==> src/rtl/hpc1_pkg.sv <==
// hpc1_pkg: shared widths, FSM states and randomness byte map for hpc1_sched
package hpc1_pkg;
    localparam int NSHARES = 5;
    localparam int SHARE_W = 8;
    localparam int NRND = 14;
    localparam int NR = NSHARES - 1;
    localparam int NP = NSHARES * (NSHARES - 1) / 2;
    localparam int DW = NSHARES * SHARE_W;
    typedef enum logic [2:0] {
        ST_IDLE  = 3'd0,
        ST_ISSUE = 3'd1,
        ST_WAIT1 = 3'd2,
        ST_WAIT2 = 3'd3,
        ST_HOLD  = 3'd4
    } state_e;
    localparam int IDX_R0 = 0;
    localparam int IDX_R1 = 1;
    localparam int IDX_R2 = 2;
    localparam int IDX_R3 = 3;
    localparam int IDX_P01 = 4;
    localparam int IDX_P02 = 5;
    localparam int IDX_P03 = 6;
    localparam int IDX_P04 = 7;
    localparam int IDX_P12 = 8;
    localparam int IDX_P13 = 9;
    localparam int IDX_P14 = 10;
    localparam int IDX_P23 = 11;
    localparam int IDX_P24 = 12;
    localparam int IDX_P34 = 13;
    // Position of pair byte p_ij (unordered) within the p vector: 01,02,03,04,12,13,14,23,24,34.
    function automatic int pidx(input int i, input int j);
        int lo;
        int hi;
        lo = (i < j) ? i : j;
        hi = (i < j) ? j : i;
        return lo * (2 * NSHARES - lo - 1) / 2 + hi - lo - 1;
    endfunction
endpackage

==> src/rtl/hpc1_sched_gadget.sv <==
// hpc1_gadget: 5-share, 8-bit HPC1 masked AND with a two-register latency
module hpc1_gadget
    import hpc1_pkg::*;
(
    input  logic                  clk,
    input  logic [DW-1:0]         a,
    input  logic [DW-1:0]         b,
    input  logic [NR*SHARE_W-1:0] r,
    input  logic [NP*SHARE_W-1:0] p,
    output logic [DW-1:0]         c
);
    logic [DW-1:0]          a_q, a_d, b_q, b_d;
    logic [NP*SHARE_W-1:0]  p_q, p_d;
    logic [NSHARES*DW-1:0]  u_q, u_d;
    logic [SHARE_W-1:0]     rsum;

    // Stage 1: refresh b with r (last share absorbs the sum of r), carry a and p alongside.
    always_comb begin
        rsum = '0;
        for (int i = 0; i < NR; i++) rsum ^= r[i*SHARE_W +: SHARE_W];
        a_d = a;
        p_d = p;
        b_d = b ^ {rsum, r};
    end

    // Stage 2: partial products a_i & b'_j, each off-diagonal term masked by its pair byte.
    always_comb begin
        u_d = '0;
        for (int i = 0; i < NSHARES; i++)
            for (int j = 0; j < NSHARES; j++)
                u_d[(i*NSHARES+j)*SHARE_W +: SHARE_W] =
                    (a_q[i*SHARE_W +: SHARE_W] & b_q[j*SHARE_W +: SHARE_W]) ^
                    ((i == j) ? '0 : p_q[pidx(i, j)*SHARE_W +: SHARE_W]);
    end

    // Compression: each output share folds its row of registered partial products.
    always_comb begin
        c = '0;
        for (int i = 0; i < NSHARES; i++)
            for (int j = 0; j < NSHARES; j++)
                c[i*SHARE_W +: SHARE_W] ^= u_q[(i*NSHARES+j)*SHARE_W +: SHARE_W];
    end

    // Pipeline registers are unreset; the controller only looks at c in WAIT2.
    always_ff @(posedge clk) begin
        a_q <= a_d;
        b_q <= b_d;
        p_q <= p_d;
        u_q <= u_d;
    end
endmodule

==> src/rtl/hpc1_sched.sv <==
// hpc1_sched: randomness collection, one-shot issue and result handshake around an HPC1 gadget
module hpc1_sched
    import hpc1_pkg::*;
(
    input  logic          clk,
    input  logic          rst,
    input  logic          rnd_valid,
    input  logic [7:0]    rnd_data,
    output logic          rnd_ready,
    input  logic          in_valid,
    input  logic [DW-1:0] in_a,
    input  logic [DW-1:0] in_b,
    output logic          in_ready,
    output logic          out_valid,
    output logic [DW-1:0] out_c,
    input  logic          out_ready
);
    state_e                   state_q, state_d;
    logic [3:0]               rcnt_q, rcnt_d;
    logic [NRND*SHARE_W-1:0]  buf_q, buf_d;
    logic [DW-1:0]            a_q, a_d, b_q, b_d, c_q, c_d;
    logic                     issue, rnd_acc, in_acc;
    logic [DW-1:0]            g_a, g_b, g_c;
    logic [NR*SHARE_W-1:0]    g_r;
    logic [NP*SHARE_W-1:0]    g_p;

    // Handshake readies and gating of everything the gadget sees outside ISSUE.
    always_comb begin
        issue     = state_q == ST_ISSUE;
        rnd_ready = (rcnt_q < 4'(NRND)) && !issue;
        in_ready  = (state_q == ST_IDLE) && (rcnt_q == 4'(NRND));
        out_valid = state_q == ST_HOLD;
        out_c     = c_q;
        rnd_acc   = rnd_valid && rnd_ready;
        in_acc    = in_valid && in_ready;
        g_a       = issue ? a_q : '0;
        g_b       = issue ? b_q : '0;
        g_r       = issue ? buf_q[IDX_P01*SHARE_W-1:IDX_R0*SHARE_W] : '0;
        g_p       = issue ? buf_q[NRND*SHARE_W-1:IDX_P01*SHARE_W] : '0;
    end

    // Next state: buffer fill, operand capture, issue with buffer wipe, result capture.
    always_comb begin
        state_d = state_q;
        rcnt_d  = rcnt_q;
        buf_d   = buf_q;
        a_d     = a_q;
        b_d     = b_q;
        c_d     = c_q;
        if (rnd_acc) begin
            rcnt_d = rcnt_q + 4'd1;
            for (int i = 0; i < NRND; i++)
                if (rcnt_q == 4'(i)) buf_d[i*SHARE_W +: SHARE_W] = rnd_data;
        end
        case (state_q)
            ST_IDLE: if (in_acc) begin
                a_d     = in_a;
                b_d     = in_b;
                state_d = ST_ISSUE;
            end
            ST_ISSUE: begin
                rcnt_d  = '0;
                buf_d   = '0;
                a_d     = '0;
                b_d     = '0;
                state_d = ST_WAIT1;
            end
            ST_WAIT1: state_d = ST_WAIT2;
            ST_WAIT2: begin
                c_d     = g_c;
                state_d = ST_HOLD;
            end
            ST_HOLD: if (out_ready) state_d = ST_IDLE;
            default: state_d = ST_IDLE;
        endcase
    end

    // State registers with synchronous reset.
    always_ff @(posedge clk) begin
        if (rst) begin
            state_q <= ST_IDLE;
            rcnt_q  <= '0;
            buf_q   <= '0;
            a_q     <= '0;
            b_q     <= '0;
            c_q     <= '0;
        end else begin
            state_q <= state_d;
            rcnt_q  <= rcnt_d;
            buf_q   <= buf_d;
            a_q     <= a_d;
            b_q     <= b_d;
            c_q     <= c_d;
        end
    end

    hpc1_gadget u_hpc1 (
        .clk (clk),
        .a   (g_a),
        .b   (g_b),
        .r   (g_r),
        .p   (g_p),
        .c   (g_c)
    );
endmodule

==> config.mk <==
export PLATFORM = sky130hd
export DESIGN_NAME = hpc1_sched
export DESIGN_NICKNAME = d
export VERILOG_FILES = /design/src/rtl/hpc1_pkg.sv /design/src/rtl/hpc1_sched_gadget.sv /design/src/rtl/hpc1_sched.sv
export SDC_FILE = /design/constraint.sdc
export NUM_CORES = 1
export LEC_CHECK = 0
export CELL_PAD_IN_SITES_DETAIL_PLACEMENT = 0
export CELL_PAD_IN_SITES_GLOBAL_PLACEMENT = 1
export CORE_UTILIZATION = 25
export CTS_CLUSTER_SIZE = 12
export DETAILED_ROUTE_END_ITERATION = 16
export GPL_TIMING_DRIVEN = 1
export PLACE_DENSITY_LB_ADDON = 0.1
export SLEW_MARGIN = 20
export SYNTH_ARGS = -nofsm -noshare
export SYNTH_HDL_FRONTEND = slang
export SYNTH_SLANG_ARGS = --single-unit
==> constraint.sdc <==
create_clock -name clk -period 2.3 [get_ports clk]
set_input_delay 0.345 -clock clk [delete_from_list [all_inputs] [get_ports clk]]
set_output_delay 0.345 -clock clk [all_outputs]
set_load 0.02 [all_outputs]
==> qor.yml <==
drc: 4
synth_area_per_cell_um2: 10.8
cp-start-kind: "flip-flop"
synthFlopType: "dfxtp_1"
cts-root-buf: "clkbuf_16"
ant_nets: 0
gr-total-overflow: 0
setup_tns_ns: 0
cts_inserted_buffers: 69
grt_pass1_wl_um: 105000
drv_cap: 0
hold_path_depth: 4
drt_iter0_drc: 801
first_pass_iters: 12
die_w_um: 301
via_count: 15100
worstPathRequired_ns: 1.96
grtUsageTotal_pct: 15.7
synth.most_common_cell: "dfxtp_1"
async_flop_share_pct: 0
rsz0062_at_grt: "no"
area_growth_pct: 22.9
worst_r2r_endpoint: "buf_q[8]"
cp.arrival_ns: 1.87
antenna_found_initial: 18
h-tree-depth: 3
start_util_pct: 25.2
drt-total-wl_um: 71100
core-area_um2: 88400
netlist_area_um2: 22300
path_clk_slew_ns: 0.06
placed_cell_area_um2: 25100
routedWlPerCell_um: 20.9
dp_hpwl_um: 49700
worst_path_max_delay_cell: "clkdlybuf4s15_1"
relSlewSlack_pct: 34.3
period_needed_ns: 2.21
first_global_vias: 15300
status: "finished with violations"
yosysTopAreaCell: "dfxtp_1"
whs_endpoint: "b_q[29]"
clkSinkCount: 599
r2r_start: "state_q[0]"
final_hold_viol_count: 0
seq_area_frac_synth_pct: 53.8
hold_ws_ns: 0.191
synth_area_leaders: "dfxtp_1 (54%), xnor2_1 (9.8%), xnor3_1 (4.8%), and2_1 (4.7%), o31ai_1 (3.7%)"
cts_buffer_depth: 3
syn_nets: 2167
cp_cell_sequence: "buf_4, and3_1, nor2_2, clkdlybuf4s15_1"
worst-path-stages: 4
r2r_cells: 6
yosys-top-cells-count: "dfxtp_1 (599), xnor2_1 (249), and2_1 (166)"
cp_slowest_stage_delay_ns: 0.35
power.density_nw_per_um2: 809
synth.top_cell.area_share_pct: 53.8
synth.distinct_cells: 41
rows: 109
ios: 136
final_nets: 2291
path_max_fanout: 8
nFillCells: 9075
layout-drive-gt1-share_pct: 8.72
grt_start_max_net_pins: 125
yosysWarnings: 0
period_share_pct: 96.3
hold_class: "input port to flip-flop"
cts_tree: "built"
fmax_mhz: 452
r2r_slack_ns: 0.21
portBuffers: 135
post_drt_via_cell_ratio: 4.43
place.gp.congestion: 0.777
synth-seq-cells: 599
die_h_um: 301
design_area_um2: 27400
min_from: "in_valid"
insertion_delay_ns: 0.60
die_area_um2: 90400
fin_skew_ns: 0.0228
syn_inst: 2070
slew_violations: 0
tightest_slew_ns: 0.986
cts_hold_buf: 0
cpLargestDelayFamily: "buffers and inverters"
path_class: "flip-flop to output pin"
irDropWorstVdd_mv: 0.432
path_buf_inv: 2
synth-edff-count: 0
violations: "design-rule violations"
setup_violations: 0
p_leak_nw: 9.89
endpoint_kind: "output pin"
worst max path at each step:
stage,startpoint,end,slack [ns]
final,rcnt_q[1],rnd_ready,0.09
after global routing,rcnt_q[1],rnd_ready,0.01
after CTS,rcnt_q[1],rnd_ready,0.01
after detailed placement,rcnt_q[0],in_ready,0.02
after global placement,rcnt_q[0],in_ready,0.04
after floorplan,rcnt_q[1],in_ready,0.54
cell usage in the layout, fill, tap and decap left out, types with 2 or more instances in the layout:
master and n:
clkbuf_8 17, a21oi_1 132, dfxtp_1 597, nand2_1 164
inv_1 2, clkbuf_1 10, nand3_1 73, o311ai_0 20
a22o_1 40, inv_2 3, nand3b_1 3, diode_2 4
xnor3_1 48, nor2_4 3, clkinv_8 2, xor2_1 40
o31ai_1 111, mux2i_1 64, or4_1 3, buf_12 12
nand4_1 130, clkinv_2 6, dfxtp_2 2, clkbuf_16 73
clkdlybuf4s50_1 131, xnor2_1 249, nand4b_1 4, buf_4 61
bufinv_16 4, ha_1 3, and2_1 165, nor2_1 41
logic make-up after synthesis:
family          share of synthesized area [%]
buf+inv                                  3.35
xor+xnor                                 16.2
mux                                      2.87
fa+ha+maj                               0.225
flops                                    53.8
compound gates                           9.13
simple gates                             14.4
what timing repair did:
action | 4_1_cts | 5_1_grt
pin swaps | 1 | 1
setup buffers | 1 | 0
gates resized for setup | 10 | 2
setup endpoints to repair | 3 | 8
registers in the layout, indices dropped and copies added, names as in the netlist:
signal	cells
rcnt_q	4
u_hpc1.p_q	80
u_hpc1.a_q	40
u_hpc1.u_q	200
buf_q	112
state_q	3
out_c	40
a_q	40
b_q	40
u_hpc1.b_q	40
cell type report:
class                           instances  area, µm²  area share, %
Sequential cell                       599      12000           43.8
Multi-Input combinational cell       1312       9590           35.0
Tap cell                             1165       1460           5.32
Clock inverter                         13        191          0.699
Clock buffer                          100       2100           7.66
Antenna cell                            4       10.0         0.0365
Inverter                                5       18.8         0.0685
Timing Repair Buffer                  207       2030           7.42
per-stage QoR:
| stage | std cells | utilization, % | worst slack (ns) | power [mW] |
|---|---|---|---|---|
| final | 3405 | 31.0 | 0.0856 | 22.1 |
| after detailed placement | 3287 | 28.4 | 0.0214 | 11.3 |
| after CTS | 3401 | 31.0 | 0.0123 | 22.6 |
| after global placement | 3287 | 28.4 | 0.0362 | 11.3 |
| after global routing | 3402 | 31.0 | 0.0108 | 23.0 |
| after floorplan | 2070 | - | 0.540 | 10.9 |
power breakdown:
group          switching [mW]  total, mW  internal (mW)  leakage (nW)
sequential             0.0314       10.4           10.4          4.82
combinational           0.355      0.618          0.263          3.93
clock                    4.35       11.1           6.75          1.13
worst reg2reg max path: cells and delay by family, from the launching register on:
family | cells | cell delay (ns)
multiplexers | 1 | 0.23
AND/OR/NAND/NOR | 2 | 0.47
flip-flops | 1 | 0.48
buffers and inverters | 3 | 0.83
metal layers:
layer | GRT usage, % | part of all wire [%]
met1 | 22.0 | 49
met2 | 23.7 | 44
met3 | 3.26 | 5.0
met4 | 5.46 | 2.5
met5 | 0 | 0.079
(Power assumes the default switching activity.)
